`src/rtl/vga_draw_scheduler.sv`:
```
// Plot-port sequencer: background ROM redraws and solid overlay fills share one VGA plot port.
// Build option VGA_COLOUR_KEY_EN: background pixels equal to KEY_COLOUR are not plotted.
module vga_draw_scheduler #(
  parameter int         WIDTH       = 160,
  parameter int         HEIGHT      = 120,
  parameter int         ROM_LATENCY = 1,
  parameter logic [2:0] KEY_COLOUR  = 3'b000
) (
  input  logic        clk,
  input  logic        reset,
  input  logic        bg_req,
  input  logic [7:0]  bg_index,
  output logic        bg_ack,
  input  logic        ov_req,
  input  logic [7:0]  ov_x0,
  input  logic [6:0]  ov_y0,
  input  logic [7:0]  ov_w,
  input  logic [6:0]  ov_h,
  input  logic [2:0]  ov_colour,
  output logic        ov_ack,
  output logic [14:0] rom_address,
  output logic [7:0]  rom_select,
  input  logic [2:0]  rom_q,
  output logic [7:0]  oX,
  output logic [6:0]  oY,
  output logic [2:0]  oColour,
  output logic        oPlot,
  output logic        busy
);

  localparam logic [1:0] S_IDLE  = 2'd0;
  localparam logic [1:0] S_BG    = 2'd1;
  localparam logic [1:0] S_OV    = 2'd2;
  localparam logic [1:0] S_DRAIN = 2'd3;

  localparam logic [8:0]  X_MAX      = 9'(WIDTH - 1);
  localparam logic [7:0]  Y_MAX      = 8'(HEIGHT - 1);
  localparam logic [8:0]  X_LIMIT    = 9'(WIDTH);
  localparam logic [7:0]  Y_LIMIT    = 8'(HEIGHT);
  localparam logic [1:0]  DRAIN_LAST = 2'(ROM_LATENCY - 1);
  localparam logic [15:0] WIDTH_W    = 16'(WIDTH);

  logic [1:0] state_reg;
  logic [8:0] x_cnt_reg, x_start_reg, x_last_reg;
  logic [7:0] y_cnt_reg, y_last_reg;
  logic [2:0] colour_reg;
  logic [1:0] drain_reg;

  logic [8:0]  ov_x_last;
  logic [7:0]  ov_y_last;
  logic        row_end, in_range, issue_valid, is_bg;
  logic [15:0] y_ext, row_base, addr_full;

  // Wider internal counters let overlays run off-screen without wrapping back on.
  assign ov_x_last   = {1'b0, ov_x0} + {1'b0, ov_w} - 9'd1;
  assign ov_y_last   = {1'b0, ov_y0} + {1'b0, ov_h} - 8'd1;
  assign row_end     = (x_cnt_reg == x_last_reg);
  assign in_range    = (x_cnt_reg < X_LIMIT) && (y_cnt_reg < Y_LIMIT);
  assign is_bg       = (state_reg == S_BG);
  assign issue_valid = is_bg || ((state_reg == S_OV) && in_range);
  assign busy        = (state_reg != S_IDLE);

  assign y_ext = {8'd0, y_cnt_reg};
  if (WIDTH == 160) begin : g_row_shift
    assign row_base = (y_ext << 7) + (y_ext << 5);
  end else begin : g_row_mul
    assign row_base = y_ext * WIDTH_W;
  end
  assign addr_full   = row_base + {7'd0, x_cnt_reg};
  assign rom_address = addr_full[14:0];

  always_ff @(posedge clk or negedge reset) begin
    if (!reset) begin
      state_reg   <= S_IDLE;
      x_cnt_reg   <= '0;
      y_cnt_reg   <= '0;
      x_start_reg <= '0;
      x_last_reg  <= '0;
      y_last_reg  <= '0;
      colour_reg  <= '0;
      drain_reg   <= '0;
      bg_ack      <= 1'b0;
      ov_ack      <= 1'b0;
      rom_select  <= '0;
    end else begin
      bg_ack <= 1'b0;
      ov_ack <= 1'b0;
      case (state_reg)
        S_IDLE: begin
          // Background wins: a full redraw would erase any overlay anyway.
          if (bg_req) begin
            bg_ack      <= 1'b1;
            rom_select  <= bg_index;
            x_start_reg <= '0;
            x_last_reg  <= X_MAX;
            y_last_reg  <= Y_MAX;
            x_cnt_reg   <= '0;
            y_cnt_reg   <= '0;
            state_reg   <= S_BG;
          end else if (ov_req) begin
            ov_ack      <= 1'b1;
            colour_reg  <= ov_colour;
            x_start_reg <= {1'b0, ov_x0};
            x_last_reg  <= ov_x_last;
            y_last_reg  <= ov_y_last;
            x_cnt_reg   <= {1'b0, ov_x0};
            y_cnt_reg   <= {1'b0, ov_y0};
            drain_reg   <= '0;
            state_reg   <= ((ov_w == 8'd0) || (ov_h == 7'd0)) ? S_DRAIN : S_OV;
          end
        end
        S_BG, S_OV: begin
          if (row_end) begin
            x_cnt_reg <= x_start_reg;
            if (y_cnt_reg == y_last_reg) begin
              state_reg <= S_DRAIN;
              drain_reg <= '0;
            end else begin
              y_cnt_reg <= y_cnt_reg + 8'd1;
            end
          end else begin
            x_cnt_reg <= x_cnt_reg + 9'd1;
          end
        end
        S_DRAIN: begin
          if (drain_reg == DRAIN_LAST) state_reg <= S_IDLE;
          else drain_reg <= drain_reg + 2'd1;
        end
        default: state_reg <= S_IDLE;
      endcase
    end
  end

  // Coordinate pipeline whose last stage lines up with the ROM's registered data.
  for (genvar gi = 0; gi < ROM_LATENCY; gi++) begin : g_pipe
    logic [7:0] x_in, x_reg;
    logic [6:0] y_in, y_reg;
    logic [2:0] c_in, c_reg;
    logic       v_in, v_reg, bg_in, bg_reg;
    if (gi == 0) begin : g_head
      assign x_in  = x_cnt_reg[7:0];
      assign y_in  = y_cnt_reg[6:0];
      assign c_in  = colour_reg;
      assign v_in  = issue_valid;
      assign bg_in = is_bg;
    end else begin : g_tail
      assign x_in  = g_pipe[gi-1].x_reg;
      assign y_in  = g_pipe[gi-1].y_reg;
      assign c_in  = g_pipe[gi-1].c_reg;
      assign v_in  = g_pipe[gi-1].v_reg;
      assign bg_in = g_pipe[gi-1].bg_reg;
    end
    always_ff @(posedge clk or negedge reset) begin
      if (!reset) begin
        x_reg  <= '0;
        y_reg  <= '0;
        c_reg  <= '0;
        v_reg  <= 1'b0;
        bg_reg <= 1'b0;
      end else begin
        x_reg  <= x_in;
        y_reg  <= y_in;
        c_reg  <= c_in;
        v_reg  <= v_in;
        bg_reg <= bg_in;
      end
    end
  end

  logic plot_next;
`ifdef VGA_COLOUR_KEY_EN
  assign plot_next = g_pipe[ROM_LATENCY-1].v_reg &&
                     !(g_pipe[ROM_LATENCY-1].bg_reg && (rom_q == KEY_COLOUR));
`else
  assign plot_next = g_pipe[ROM_LATENCY-1].v_reg;
`endif

  always_ff @(posedge clk or negedge reset) begin
    if (!reset) begin
      oX      <= '0;
      oY      <= '0;
      oColour <= '0;
      oPlot   <= 1'b0;
    end else begin
      oX      <= g_pipe[ROM_LATENCY-1].x_reg;
      oY      <= g_pipe[ROM_LATENCY-1].y_reg;
      oColour <= g_pipe[ROM_LATENCY-1].bg_reg ? rom_q : g_pipe[ROM_LATENCY-1].c_reg;
      oPlot   <= plot_next;
    end
  end

endmodule

```
`config.mk`:
```
export PLATFORM = sky130hd
export DESIGN_NAME = vga_draw_scheduler
export DESIGN_NICKNAME = d
export VERILOG_FILES = /design/src/rtl/vga_draw_scheduler.sv
export SDC_FILE = /design/constraint.sdc
export NUM_CORES = 1
export LEC_CHECK = 0
export BUFFER_PORTS_ARGS = -buffer_cell sky130_fd_sc_hd__buf_2
export CORE_MARGIN = 2
export CORE_UTILIZATION = 58
export CTS_BUF_LIST = sky130_fd_sc_hd__clkbuf_4 sky130_fd_sc_hd__clkbuf_8
export CTS_CLUSTER_DIAMETER = 150
export DETAILED_ROUTE_END_ITERATION = 12
export GPL_ROUTABILITY_DRIVEN = 0
export PLACE_DENSITY = 0.82
export SYNTH_ARGS = -nofsm -noshare
export SYNTH_HDL_FRONTEND = slang
export SYNTH_SLANG_ARGS = --single-unit
```
`constraint.sdc`:
```
create_clock -name clk -period 2.7 [get_ports clk]
set_input_delay 0.135 -clock clk [delete_from_list [all_inputs] [get_ports clk]]
set_output_delay 0.135 -clock clk [all_outputs]
set_load 0.01 [all_outputs]
```
==> run_results.csv <==
group,metric,value,unit
critical_path,end_kind,"primary output",
critical_path,worst_ep_required_time,2.57,ns
global_route,first_global_vias,4213,
timing,setup_ws,-0.227,ns
timing,finalSetupViolCount,5,
yosys,ys_types,53,
global_route,grt_start_max_net_pins,81,
final_layout,area_delta_synth_final,19.7,%
power_and_ir_drop,p_sw_share,42.7,%
power_and_ir_drop,power.switching,3130,µW
critical_path,arrival,2.79,ns
clocking,cts_root_buffer,"clkbuf_8",
global_route,grt_remaining_overflow,0,
power_and_ir_drop,seqPwrFrac,34.2,%
floorplanning,row_count,35,
final_layout,nNetsFinal,761,
critical_path,cp_cell_sequence,"inv_2 -> fa_2 -> inv_2 -> ha_4 -> a21o_1 -> a21oi_2 -> nand2b_4 -> a21boi_2 -> o211ai_1 -> xnor2_1 -> buf_2",
yosys,synthTopCellsByArea,"dfrtp_1, ha_1, inv_1, nand2_1, xnor2_1",
yosys,avgSynthCellArea,9.97,µm²
yosys,synth_edf_count,0,
worst_hold_path,hp-class,"in -> reg",
power_and_ir_drop,clockPowerShare,12.2,%
timing,fin_skew,0.0110,ns
floorplanning,core_area,9110,µm²
floorplanning,die_area,10100,µm²
final_layout,fillCellCount,629,
clocking,cts_tree,"yes",
placement,io_buffer_count,92,
floorplanning,initial_utilization,59.2,%
power_and_ir_drop,p_leak,0.00326,µW
power_and_ir_drop,ir_worst_vdd,0.598,mV
yosys,ys_seq_area_share,45.5,%
global_route,grt_pass1_wl,20300,µm
critical_path,crit_type,"reg -> out",
floorplanning,die-width,100,µm
clocking,h-tree-depth,3,
timing,tns,-0.752,ns
timing,slew_headroom,29.5,%
placement,dp.cells,738,
critical_path,cpPeakStageDelay,0.61,ns
clocking,cts_buffers,9,
power_and_ir_drop,share_comb_of_total_power,53.5,%
yosys,ys_warn_count,0,
flow_run,cap_violations,0,
floorplanning,die_h,100,µm
critical_path,crit_fanout,2,
placement,dp_hpwl,8850,µm
power_and_ir_drop,p_per_area,1140,nW/µm²
critical_path,crit_slowest_cell,"fa_2",
route,final_antenna_net_count,0,
yosys,synth-main-ff-cell,"dfrtp_1",
yosys,syn_nets,643,
route,first_pass_iters,5,
route,vias_per_cell,5.49,
critical_path,startpoint_type,"flop",
yosys,synthTopCellsByCount,"dfrtp_1, inv_1, nand2_1, ha_1, nor2_1",
yosys,yosysMostFrequentCell,"dfrtp_1",
route,wl_per_cell,16.1,µm
route,vias,4257,
route,drt_iter0_markers,331,
timing,slew_violations,0,
status,status,"finished, violations left",
clocking,clk_latency,0.37,ns
timing,tightest_slew,1.05,ns
placement,pre_cts_slack,0.0247,ns
yosys,yosysTopAreaCell,"dfrtp_1",
yosys,syn_inst,541,
route,drc,0,
yosys,yosysTopAreaCellShare,45.5,%
timing,hold_viol,0,
final_layout,drive_gt1_share,26.8,%
yosys,synth_area,5390,µm²
power_and_ir_drop,p_int,4210,µW
timing,max_freq,0.342,GHz
critical_path,crit_path_frequent_cell,"inv_2",
status,violations,"setup timing",
global_route,grt_use_total,25.8,%
clocking,cts_sinks,98,
placement,placed_area,6000,µm²
yosys,postSynth.asyncResetShare,100,%
timing,fin_crit,2.93,ns
final_layout,diodes,0,
clocking,cts.reportedPaths.clkPinSlew,0.10,ns
yosys,synth_seq_cells,98,
timing,rsz0062_at_grt,"true",
route,routed_wl,12400,µm
timing,fin_crit_sh,108,%
final_layout,fin_area,6450,µm²
final_layout,stdcell_count,775,
global_route,antenna_found_initial,0,
clocking,clk_path_buf_depth,2,
floorplanning,num_io_pins,93,
final cells by class:
type / instances / area (µm²) / area share, %
clock inverter: 7 / 56.3 / 0.872
tap: 111 / 139 / 2.15
inverter: 83 / 312 / 4.83
clock buffer: 9 / 124 / 1.92
sequential: 98 / 2450 / 38.0
multi-input combinational: 338 / 2600 / 40.2
timing repair buffer: 129 / 773 / 12.0
worst paths after layout:
check                                          endpoint                       from  slack (ns)  depth (start not counted)
min                           rom_select[7]$_DFFE_PN0P_                bg_index[7]        0.01                          2
max in group asynchronous  g_pipe[0].y_reg[2]$_DFF_PN0_                      reset        1.51                          3
min reg2reg                             oPlot$_DFF_PN0_  g_pipe[0].v_reg$_DFF_PN0_        0.35                          0
min in group asynchronous      y_cnt_reg[6]$_DFFE_PN0P_                      reset        0.47                          2
max reg2reg                    y_cnt_reg[3]$_DFFE_PN0P_   state_reg[0]$_DFFE_PN0P_        0.29                          6
max                                     rom_address[13]   x_cnt_reg[7]$_DFFE_PN0P_       -0.23                         11
layout by cell type, fill, tap and decap left out, types with 4 or more instances in the layout:
cell type      count
o31ai_1            4
o21ai_0           22
o22a_1             4
nor2_1            31
a31oi_1            4
clkbuf_8           9
buf_2             91
nand2_1           52
inv_1             78
ha_4               4
nor4_1             6
mux2i_1            8
a21oi_1           23
mux2_2            12
o221ai_1           6
ha_1              44
nand4_1            4
dfrtp_1           96
xor2_1            15
nand3_1           13
a21o_1             4
buf_4             25
dlygate4sd3_1     13
inv_2              5
nor3_1             5
xnor2_1           22
timing repair:
item                                    CTS  global route
setup buffers                             7             2
pin swaps                                15             9
endpoints found under the hold margin    90             0
endpoints found under the setup margin    5             4
resized for setup                        22             4
hold buffers                             13             0
power groups by stage:
stage | logic, µW | clock network (µW) | registers [µW]
3_3_place_gp | 3390 | 0 | 2480
2_1_floorplan | 2400 | 0 | 2530
5_1_grt | 4300 | 966 | 2590
3_5_place_dp | 3550 | 0 | 2530
4_1_cts | 3780 | 900 | 2510
6_report | 3930 | 897 | 2510
critical path, delay by kind of cell, from the launching register on:
family	cells	cell delay, ns
buffers and inverters	3	0.28
and+or+nand+nor	1	0.15
adders and majority gates	2	0.82
xor gates and xnor gates	1	0.15
AOI/OAI and AO/OA	4	0.64
DFF	1	0.38
metal layers:
layer  GRT usage [%]  routed length [µm]  vias up
met1            34.1                5220     1996
met2            43.0                6110      201
met4            11.2                 331        0
met5               0                   0        -
li1                -                   -     2034
met3            3.48                 780       26
through the flow:
stage               util [%]  total power (µW)  hold slack (ns)
floorplan                  -              4930           -0.161
global placement        65.8              5870            0.326
detailed placement      65.8              6090            0.330
CTS                     70.6              7180          0.00883
global route            70.9              7850          0.00878
finish                  70.9              7340           0.0133
logic make-up (layout without fill, tap and decap cells):
logic type,count (synthesis),count (layout),share of synthesized area [%]
AOI/OAI and AO/OA,95,95,11.6
xor gates and xnor gates,37,37,6.01
adders and majority gates,54,54,13.2
buffers and inverters,105,228,7.98
DFF,98,98,45.5
muxes,21,21,4.27
and+or+nand+nor,131,131,11.5
Power figures use the tool's default switching activity.
